`src/rtl/pwm_ctrl_pkg.sv`:
```
// Shared types and defaults for the PWM duty sequencer.
package pwm_ctrl_pkg;

  localparam int unsigned N_DEF = 8;

  typedef enum logic {
    IDLE = 1'b0,
    RAMP = 1'b1
  } state_e;

endpackage

```
`src/rtl/pwm_tick_gen.sv`:
```
// Prescaler plus phase counter mirroring a downstream PWM counter; emits the
// count-enable strobe, the period boundary and a registered period_end pulse.
module pwm_tick_gen #(
  parameter int unsigned N   = 8,
  parameter int unsigned DIV = 4
) (
  input  logic clk,
  input  logic rst,
  input  logic enable,
  output logic pwm_en_c,
  output logic boundary_c,
  output logic period_end
);

  localparam int unsigned PW = (DIV > 1) ? $clog2(DIV) : 1;
  localparam logic [PW-1:0] PRESC_LAST = PW'(DIV - 1);
  localparam logic [N-1:0]  PHASE_LAST = '1;

  logic [PW-1:0] presc_q, presc_d;
  logic [N-1:0]  phase_q, phase_d;
  logic          period_end_q, period_end_d;

  // Both counters hold while disabled, so a frozen period resumes in place.
  always_comb begin
    presc_d      = presc_q;
    phase_d      = phase_q;
    pwm_en_c     = enable && (presc_q == PRESC_LAST);
    boundary_c   = pwm_en_c && (phase_q == PHASE_LAST);
    period_end_d = boundary_c;
    if (enable) begin
      presc_d = (presc_q == PRESC_LAST) ? '0 : presc_q + PW'(1);
    end
    if (pwm_en_c) begin
      phase_d = phase_q + N'(1);
    end
  end

  always_ff @(posedge clk or posedge rst) begin
    if (rst) begin
      presc_q      <= '0;
      phase_q      <= '0;
      period_end_q <= 1'b0;
    end else begin
      presc_q      <= presc_d;
      phase_q      <= phase_d;
      period_end_q <= period_end_d;
    end
  end

  assign period_end = period_end_q;

endmodule

```
`src/rtl/pwm_duty_ctrl.sv`:
```
// Duty sequencer driving a PWM instance: accepts targets, ramps pwm_tau by STEP
// on period boundaries. Optional clamp to DUTY_MAX via `define PWM_DUTY_CLAMP_EN.
module pwm_duty_ctrl
  import pwm_ctrl_pkg::*;
#(
  parameter int unsigned N        = N_DEF,
  parameter int unsigned DIV      = 4,
  parameter int unsigned STEP     = 1,
  parameter int unsigned DUTY_MAX = (1 << N) - 1
) (
  input  logic         clk,
  input  logic         rst,
  input  logic         enable,
  input  logic [N-1:0] tgt_duty,
  input  logic         tgt_valid,
  output logic         tgt_ready,
  output logic         pwm_en,
  output logic [N-1:0] pwm_tau,
  output logic         period_end,
  output logic         busy,
  output logic         at_target,
  output logic         clamped
);

  localparam int unsigned NW     = N + 1;
  localparam logic [N-1:0] STEP_L = N'(STEP);
  localparam logic [N:0]   STEP_W = {1'b0, STEP_L};

  state_e        state_q, state_d;
  logic [N-1:0]  tau_q, tau_d;
  logic [N-1:0]  target_q, target_d;
  logic          ready_q, ready_d;
  logic          busy_q, busy_d;
  logic          at_q, at_d;
  logic          clamped_q, clamped_d;
  logic          pwm_en_c, boundary_c;
  logic [N-1:0]  accept_duty_c;
  logic          over_c;
  logic signed [N:0] diff_c;
  logic [N:0]        mag_c;

  pwm_tick_gen #(
    .N   (N),
    .DIV (DIV)
  ) u_tick (
    .clk        (clk),
    .rst        (rst),
    .enable     (enable),
    .pwm_en_c   (pwm_en_c),
    .boundary_c (boundary_c),
    .period_end (period_end)
  );

`ifdef PWM_DUTY_CLAMP_EN
  localparam logic [N-1:0] DUTY_MAX_L = N'(DUTY_MAX);
  assign over_c        = (tgt_duty > DUTY_MAX_L);
  assign accept_duty_c = over_c ? DUTY_MAX_L : tgt_duty;
`else
  logic [31:0] unused_duty_max;
  assign unused_duty_max = 32'(DUTY_MAX);
  assign over_c          = 1'b0;
  assign accept_duty_c   = tgt_duty;
`endif

  // Signed distance to target; magnitude decides final partial step.
  always_comb begin
    diff_c = $signed({1'b0, target_q}) - $signed({1'b0, tau_q});
    mag_c  = diff_c[N] ? NW'(-diff_c) : NW'(diff_c);
  end

  always_comb begin
    state_d   = state_q;
    tau_d     = tau_q;
    target_d  = target_q;
    clamped_d = 1'b0;
    case (state_q)
      IDLE: begin
        if (tgt_valid) begin
          target_d  = accept_duty_c;
          clamped_d = over_c;
          state_d   = (accept_duty_c != tau_q) ? RAMP : IDLE;
        end
      end
      RAMP: begin
        if (boundary_c) begin
          if (mag_c <= STEP_W) begin
            tau_d   = target_q;
            state_d = IDLE;
          end else if (diff_c[N]) begin
            tau_d = tau_q - STEP_L;
          end else begin
            tau_d = tau_q + STEP_L;
          end
        end
      end
      default: state_d = IDLE;
    endcase
    ready_d = (state_d == IDLE);
    busy_d  = (state_d == RAMP);
    at_d    = (tau_d == target_d);
  end

  always_ff @(posedge clk or posedge rst) begin
    if (rst) begin
      state_q   <= IDLE;
      tau_q     <= '0;
      target_q  <= '0;
      ready_q   <= 1'b1;
      busy_q    <= 1'b0;
      at_q      <= 1'b1;
      clamped_q <= 1'b0;
    end else begin
      state_q   <= state_d;
      tau_q     <= tau_d;
      target_q  <= target_d;
      ready_q   <= ready_d;
      busy_q    <= busy_d;
      at_q      <= at_d;
      clamped_q <= clamped_d;
    end
  end

  assign pwm_en    = pwm_en_c;
  assign pwm_tau   = tau_q;
  assign tgt_ready = ready_q;
  assign busy      = busy_q;
  assign at_target = at_q;
  assign clamped   = clamped_q;

endmodule

```
`config.mk`:
```
export PLATFORM = sky130hd
export DESIGN_NAME = pwm_duty_ctrl
export DESIGN_NICKNAME = d
export VERILOG_FILES = /design/src/rtl/pwm_ctrl_pkg.sv /design/src/rtl/pwm_tick_gen.sv /design/src/rtl/pwm_duty_ctrl.sv
export SDC_FILE = /design/constraint.sdc
export NUM_CORES = 1
export LEC_CHECK = 0
export ABC_AREA = 0
export ABC_CLOCK_PERIOD_IN_PS = 5000
export CORE_ASPECT_RATIO = 1.4
export CORE_UTILIZATION = 39
export CTS_CLUSTER_DIAMETER = 40
export DETAILED_ROUTE_END_ITERATION = 8
export SETUP_SLACK_MARGIN = 0.2
export SYNTH_ARGS = -nofsm -noshare
export SYNTH_HDL_FRONTEND = slang
export SYNTH_SLANG_ARGS = --single-unit
```
`constraint.sdc`:
```
create_clock -name clk -period 5 [get_ports clk]
set_clock_uncertainty 0.15 [all_clocks]
set_input_delay 0.5 -clock clk [delete_from_list [all_inputs] [get_ports clk]]
set_output_delay 0.5 -clock clk [all_outputs]
set_load 0.03 [all_outputs]
```
==> results of run 1 <==
-- synth_stat cells, drive strengths merged, types with 2 or more instances --
library cell and count:
xnor2 14, or3 11, a21oi 20, nand4 3, o21ai 5, nand2 15
xor2 12, and3 8, ha 17, nand3b 3, nand3 15, o21bai 5
nor3 7, o22ai 2, and2 4, nor2 12, a22oi 6, and4b 2
inv 17, dfstp 2, dfrtp 28, a311oi 2, nor4bb 2, a22o 3
nor4 3, a41oi 2, a211oi 4, nor2b 5, clkbuf 5, mux2 10
mux2i 3, a21o 3, fa 2, buf 3
-- flip-flops by register name, summed over array words and instances (netlist names) --
register           flops
pwm_tau                8
target_q               8
tgt_ready              1
u_tick.period_end      1
busy                   1
at_target              1
u_tick.presc_q         2
u_tick.phase_q         8
-- cell usage in the layout, fill, tap and decap left out, types with 6 or more instances in the layout --
cell,Yosys,final
dfrtp_1,28,28
clkdlybuf4s50_1,0,24
a21oi_1,18,18
inv_1,17,17
ha_1,17,17
nand3_1,15,15
nand2_1,14,14
xnor2_1,14,14
xor2_1,12,12
nor2_1,11,11
or3_1,11,11
mux2_2,10,10
nor3_1,7,7
a22oi_1,6,6
clkbuf_8,0,6
-- per-layer routing --
metal / GRT usage [%] / up-vias / wire (µm)
met4: 7.85 / 0 / 257
met5: 0 / - / 0
li1: - / 1035 / -
met1: 21.9 / 1022 / 2380
met3: 2.92 / 19 / 368
met2: 35.1 / 69 / 3130
-- area by class of cell --
type	count	area, µm²
Clock inverter	1	5.00
Fill cell	601	3330
Inverter	17	63.8
Tap cell	72	90.1
Sequential cell	30	753
Clock buffer	7	86.3
Timing Repair Buffer	26	255
Multi-Input combinational cell	215	1630
-- logic make-up (layout without fill, tap and decap cells) --
family	after synthesis	count (layout)	share of synthesized area [%]
mux	13	13	5.72
compound gates	59	59	17.1
simple gates	97	97	23.1
buf+inv	25	51	4.52
flops	30	30	30.2
fa+ha+maj	19	19	10.1
xor+xnor	26	26	9.13
other cells	1	1	0.150
-- final timing paths --
| path | endpoint | slack (ns) | depth (start not counted) |
|---|---|---|---|
| setup / recovery | at_target | 0.60 | 17 |
| hold / removal | u_tick.phase_q[6] | 0.32 | 1 |
| setup reg to reg | at_target | 0.60 | 17 |
| hold reg to reg | u_tick.phase_q[6] | 0.32 | 1 |
| max in group asynchronous | tgt_ready | 3.93 | 3 |
| min in group asynchronous | pwm_tau[2] | 0.43 | 3 |
-- critical path, cell delays in order (launching register included) --
cell,delay (ns)
dfrtp_1,0.50
ha_1,0.23
inv_1,0.06
fa_1,0.41
a211oi_2,0.26
nor2_1,0.13
o22ai_2,0.36
ha_1,0.32
a21o_1,0.18
a21oi_1,0.22
o21bai_1,0.11
a21oi_1,0.24
o21bai_1,0.09
a21oi_1,0.17
xor2_1,0.11
or3_1,0.32
mux2_2,0.29
and4_1,0.19
-- through the flow --
| step | instances | utilization [%] | power, mW |
|---|---|---|---|
| global route | 368 | 46.4 | 0.804 |
| finish | 368 | 46.4 | 0.756 |
| global placement | 360 | 44.9 | 0.552 |
| floorplan | 270 | - | 0.496 |
| CTS | 368 | 46.4 | 0.763 |
| detailed placement | 360 | 44.9 | 0.556 |
-- power breakdown --
part / switching (mW) / internal (mW) / leakage, nW
Combinational: 0.136 / 0.114 / 0.885
Clock: 0.0946 / 0.111 / 0.0482
Sequential: 0.0248 / 0.276 / 0.356
Total: 0.256 / 0.501 / 1.29
==> results.json, run 1 <==
{
  "ir_worst_vdd_mv": 0.224,
  "cts_resized": 0,
  "critPathKind": "reg2reg",
  "synth_top_flop_cell": "dfrtp_1",
  "drc": 0,
  "synth-edff-count": 0,
  "hold_path_class": "reg2reg",
  "start_util_pct": 40.1,
  "status": "completed",
  "syn_avg_cell_area_um2": 9.24,
  "postCtsHoldBufs": 0,
  "fin_tns_setup_ns": 0,
  "crit_start": "pwm_tau[0]",
  "grt-ovfl-total": 0,
  "yosys_warnings": 0,
  "core_area_um2": 6210,
  "clk_pin_slew_worst_paths_ns": 0.07,
  "cts.sinks": 30,
  "die_y_um": 96.6,
  "htreeDepth": 2,
  "leakage_nw": 1.29,
  "async_flop_share_pct": 100,
  "grt_pass1_vias": 2155,
  "fin_nets": 326,
  "dieWidth_um": 69.6,
  "tightestPinTransition_ns": 0.891,
  "required_ns": 5.08,
  "syn_nets": 301,
  "final.setup.worst_slack_ns": 0.597,
  "rows": 34,
  "arrival_ns": 4.48,
  "final.min_clock_period_ns": 4.40,
  "viasPerCell": 5.83,
  "rsz0062_at_grt": "no",
  "cap_violations": 0,
  "grt_pass1_wl_um": 10300,
  "avgRoutedWirePerCell_um": 16.7,
  "num_vias": 2145,
  "numCtsBuffers": 5,
  "placed_area_um2": 2790,
  "hold_viol_final": 0,
  "first_iter_violations": 74,
  "clkLatencyLatePin_ns": 0.29,
  "wirelength_um": 6140,
  "crit_path_end_kind": "register",
  "synth-seq-cells": 30,
  "cts-root-buf": "clkbuf_8",
  "yosysTopAreaCellShare_pct": 28.1,
  "cp_max_fo": 10,
  "dieArea_um2": 6720,
  "antenna_found_initial": 0,
  "syn2layout_area_growth_pct": 15.6,
  "cts_setup_buffers": 0,
  "min_from": "u_tick.phase_q[6]",
  "dp_hpwl_um": 4710,
  "final_area_um2": 2880,
  "first_pass_iters": 4,
  "clock_path_buffers": 2,
  "fin_crit_sh_pct": 88.1,
  "critPathLaunchType": "register",
  "dp_slack_ns": 0.607,
  "grt_util_all_layers_pct": 19.2,
  "maxSlewViolCount": 0,
  "syn_inst": 270,
  "fmax_ghz": 0.227,
  "holdWs_ns": 0.315,
  "grt_max_degree": 31,
  "finalSetupViolations": 0,
  "io_buffers": 24,
  "synth.cell_area_um2": 2490,
  "diodes": 0,
  "yosysTopAreaCell": "dfrtp_1",
  "seq_area_frac_synth_pct": 30.2,
  "yosysUniqueCellTypes": 60,
  "r2r-start": "pwm_tau[0]",
  "routabilityCongestion": 0.791,
  "ios": 26,
  "synth_area_leaders": "dfrtp_1, ha_1, xnor2_1",
  "slew_headroom_pct": 40.5,
  "power_density_nw_per_um2": 262,
  "cts_tree": "done",
  "ant_nets": 0,
  "drive_above_1_share_pct": 13.5
}
Note: power is estimated with default switching activity, not from simulation.
==> run 2, diff against run 1 <==
--- a/config.mk
+++ b/config.mk
@@ -8,6 +8,7 @@
 export ABC_AREA = 0
 export ABC_CLOCK_PERIOD_IN_PS = 5000
 export CORE_ASPECT_RATIO = 1.4
+export CORE_MARGIN = 2
 export CORE_UTILIZATION = 39
 export CTS_CLUSTER_DIAMETER = 40
 export DETAILED_ROUTE_END_ITERATION = 8
==> run 2 against run 1 <==
  * Sequential power about the same
  * Total power is 14% higher
  * Critical path depth unchanged
  * Utilization rose by 0.95 points
  * Routed wire length grew 0.42%
  * Maximum frequency about the same
  * Worst setup slack worse by 0.0012 ns
  * Cell count increased by 0.27%
  * First-iteration DRC count is 35% lower
  * Largest cell class unchanged
==> results.json, run 2 (same netlist as run 1, synthesis figures left out) <==
{
  "clock_path_buffers": 2,
  "syn2layout_area_growth_pct": 17.9,
  "r2r_cells": 17,
  "ir_worst_vdd_mv": 0.271,
  "fmax_ghz": 0.227,
  "leakage_nw": 1.32,
  "drc": 0,
  "power_density_nw_per_um2": 294,
  "holdWs_ns": 0.316,
  "ant_nets": 0,
  "cap_violations": 0,
  "crit_start": "pwm_tau[0]",
  "clk_pin_slew_worst_paths_ns": 0.08,
  "diodes": 0,
  "global_route.usage.met2_pct": 32.5,
  "critPathKind": "reg2reg",
  "mostFrequentLayoutCell": "dfrtp_1",
  "io_buffers": 24,
  "grt_use_met1_pct": 21.5,
  "power.share.combinational_pct": 29.2,
  "p_total_mw": 0.864,
  "min_from": "u_tick.phase_q[2]",
  "grt-ovfl-total": 0,
  "routabilityCongestion": 0.895,
  "maxSlewViolCount": 0,
  "core_area_um2": 6210,
  "grt_pass1_vias": 2140,
  "multiInputGateArea_um2": 1630,
  "tightestPinTransition_ns": 0.876,
  "rsz0062_at_grt": "no",
  "hold_path_class": "reg2reg",
  "hold_end": "u_tick.phase_q[2]",
  "numCtsBuffers": 5,
  "start_util_pct": 40.1,
  "rows": 34,
  "register_area_um2": 753,
  "r2r_slack_ns": 0.60,
  "r2r-start": "pwm_tau[0]",
  "grt_util_all_layers_pct": 18.2,
  "fin_tns_setup_ns": 0,
  "seqPwrFrac_pct": 34.9,
  "cts-root-buf": "clkbuf_8",
  "crit_path_end_kind": "register",
  "die_y_um": 98.6,
  "clkLatencyLatePin_ns": 0.29,
  "min_path_cells": 1,
  "num_vias": 2077,
  "first_pass_iters": 4,
  "cts_tree": "done",
  "ios": 26,
  "cts_setup_buffers": 0,
  "critPathLaunchType": "register",
  "grt_pass1_wl_um": 10100,
  "hold_viol_final": 0,
  "finalSetupViolations": 0,
  "n_fill_cell": 608,
  "p_switching_mw": 0.260,
  "required_ns": 5.07,
  "first_iter_violations": 48,
  "antenna_found_initial": 0,
  "viasPerCell": 5.63,
  "wirelength_um": 6160,
  "reg2reg_to": "at_target",
  "final_cell_mix": "dfrtp_1, clkdlybuf4s50_1, a21oi_1",
  "grtUsageMet3_pct": 2.25,
  "clockPowerShare_pct": 36.0,
  "avgRoutedWirePerCell_um": 16.7,
  "grt-busiest-layer": "met2",
  "grt_max_degree": 31,
  "slew_headroom_pct": 41.5,
  "fin_nets": 327,
  "dieWidth_um": 71.6,
  "final.min_clock_period_ns": 4.40,
  "cp_max_fo": 10,
  "cts.sinks": 30,
  "htreeDepth": 2,
  "p_sw_share_pct": 30.1,
  "status": "completed",
  "intPower_mw": 0.604,
  "drive_above_1_share_pct": 14.1,
  "dp_hpwl_um": 4710,
  "cts_resized": 0,
  "fin_crit_sh_pct": 88.1,
  "postCtsHoldBufs": 0,
  "dieArea_um2": 7060,
  "arrival_ns": 4.48
}
-- run 2: cell types whose count changed in the layout (fill, tap and decap cells not counted) --
| cell | before | now |
|---|---|---|
| bufinv_16 | 0 | 2 |
| buf_4 | 2 | 3 |
| clkinv_2 | 1 | 0 |
| clkbuf_1 | 1 | 0 |
-- run 2: cell type report --
class                           count  area share [%]
Clock buffer                        6            2.81
Clock inverter                      2            2.04
Inverter                           17            2.17
Multi-Input combinational cell    215            55.4
Sequential cell                    30            25.6
Tap cell                           72            3.06
Timing Repair Buffer               27            8.94
-- run 2: metrics by stage --
stage               area, µm²  utilization, %  worst slack, ns  instances
floorplan                2490               -            0.715        270
global placement         2800            45.0            0.700        361
detailed placement       2800            45.0            0.635        361
CTS                      2940            47.3            0.612        369
global route             2940            47.3            0.378        369
finish                   2940            47.3            0.596        369
-- run 2: worst max-delay path, cell delays in order, from the launching register on --
cell	delay, ns
dfrtp_1	0.49
ha_1	0.23
inv_1	0.06
fa_1	0.41
a211oi_2	0.26
nor2_1	0.14
o22ai_2	0.36
ha_1	0.32
a21o_1	0.18
a21oi_1	0.22
o21bai_1	0.09
a21oi_1	0.25
o21bai_1	0.10
a21oi_1	0.17
xor2_1	0.12
or3_1	0.31
mux2_2	0.28
and4_1	0.19
-- run 2: worst max path at each step --
stage	endpoint	slack (ns)	cells after the start
floorplan	at_target	0.72	17
global placement	at_target	0.70	17
detailed placement	at_target	0.64	17
CTS	at_target	0.61	17
global route	at_target	0.38	17
finish	at_target	0.60	17
-- run 2: power by group through the flow --
| stage | Sequential (mW) | Combinational (mW) | Clock (mW) |
|---|---|---|---|
| floorplan | 0.299 | 0.197 | 0 |
| global placement | 0.305 | 0.249 | 0 |
| detailed placement | 0.306 | 0.251 | 0 |
| CTS | 0.301 | 0.253 | 0.315 |
| global route | 0.307 | 0.284 | 0.324 |
| finish | 0.301 | 0.252 | 0.311 |
-- run 2: per-layer routing --
layer / up-vias / wire, µm
met1: 989 / 2600
met2: 38 / 3210
li1: 1038 / -
met3: 12 / 183
met4: 0 / 161
met5: - / 0
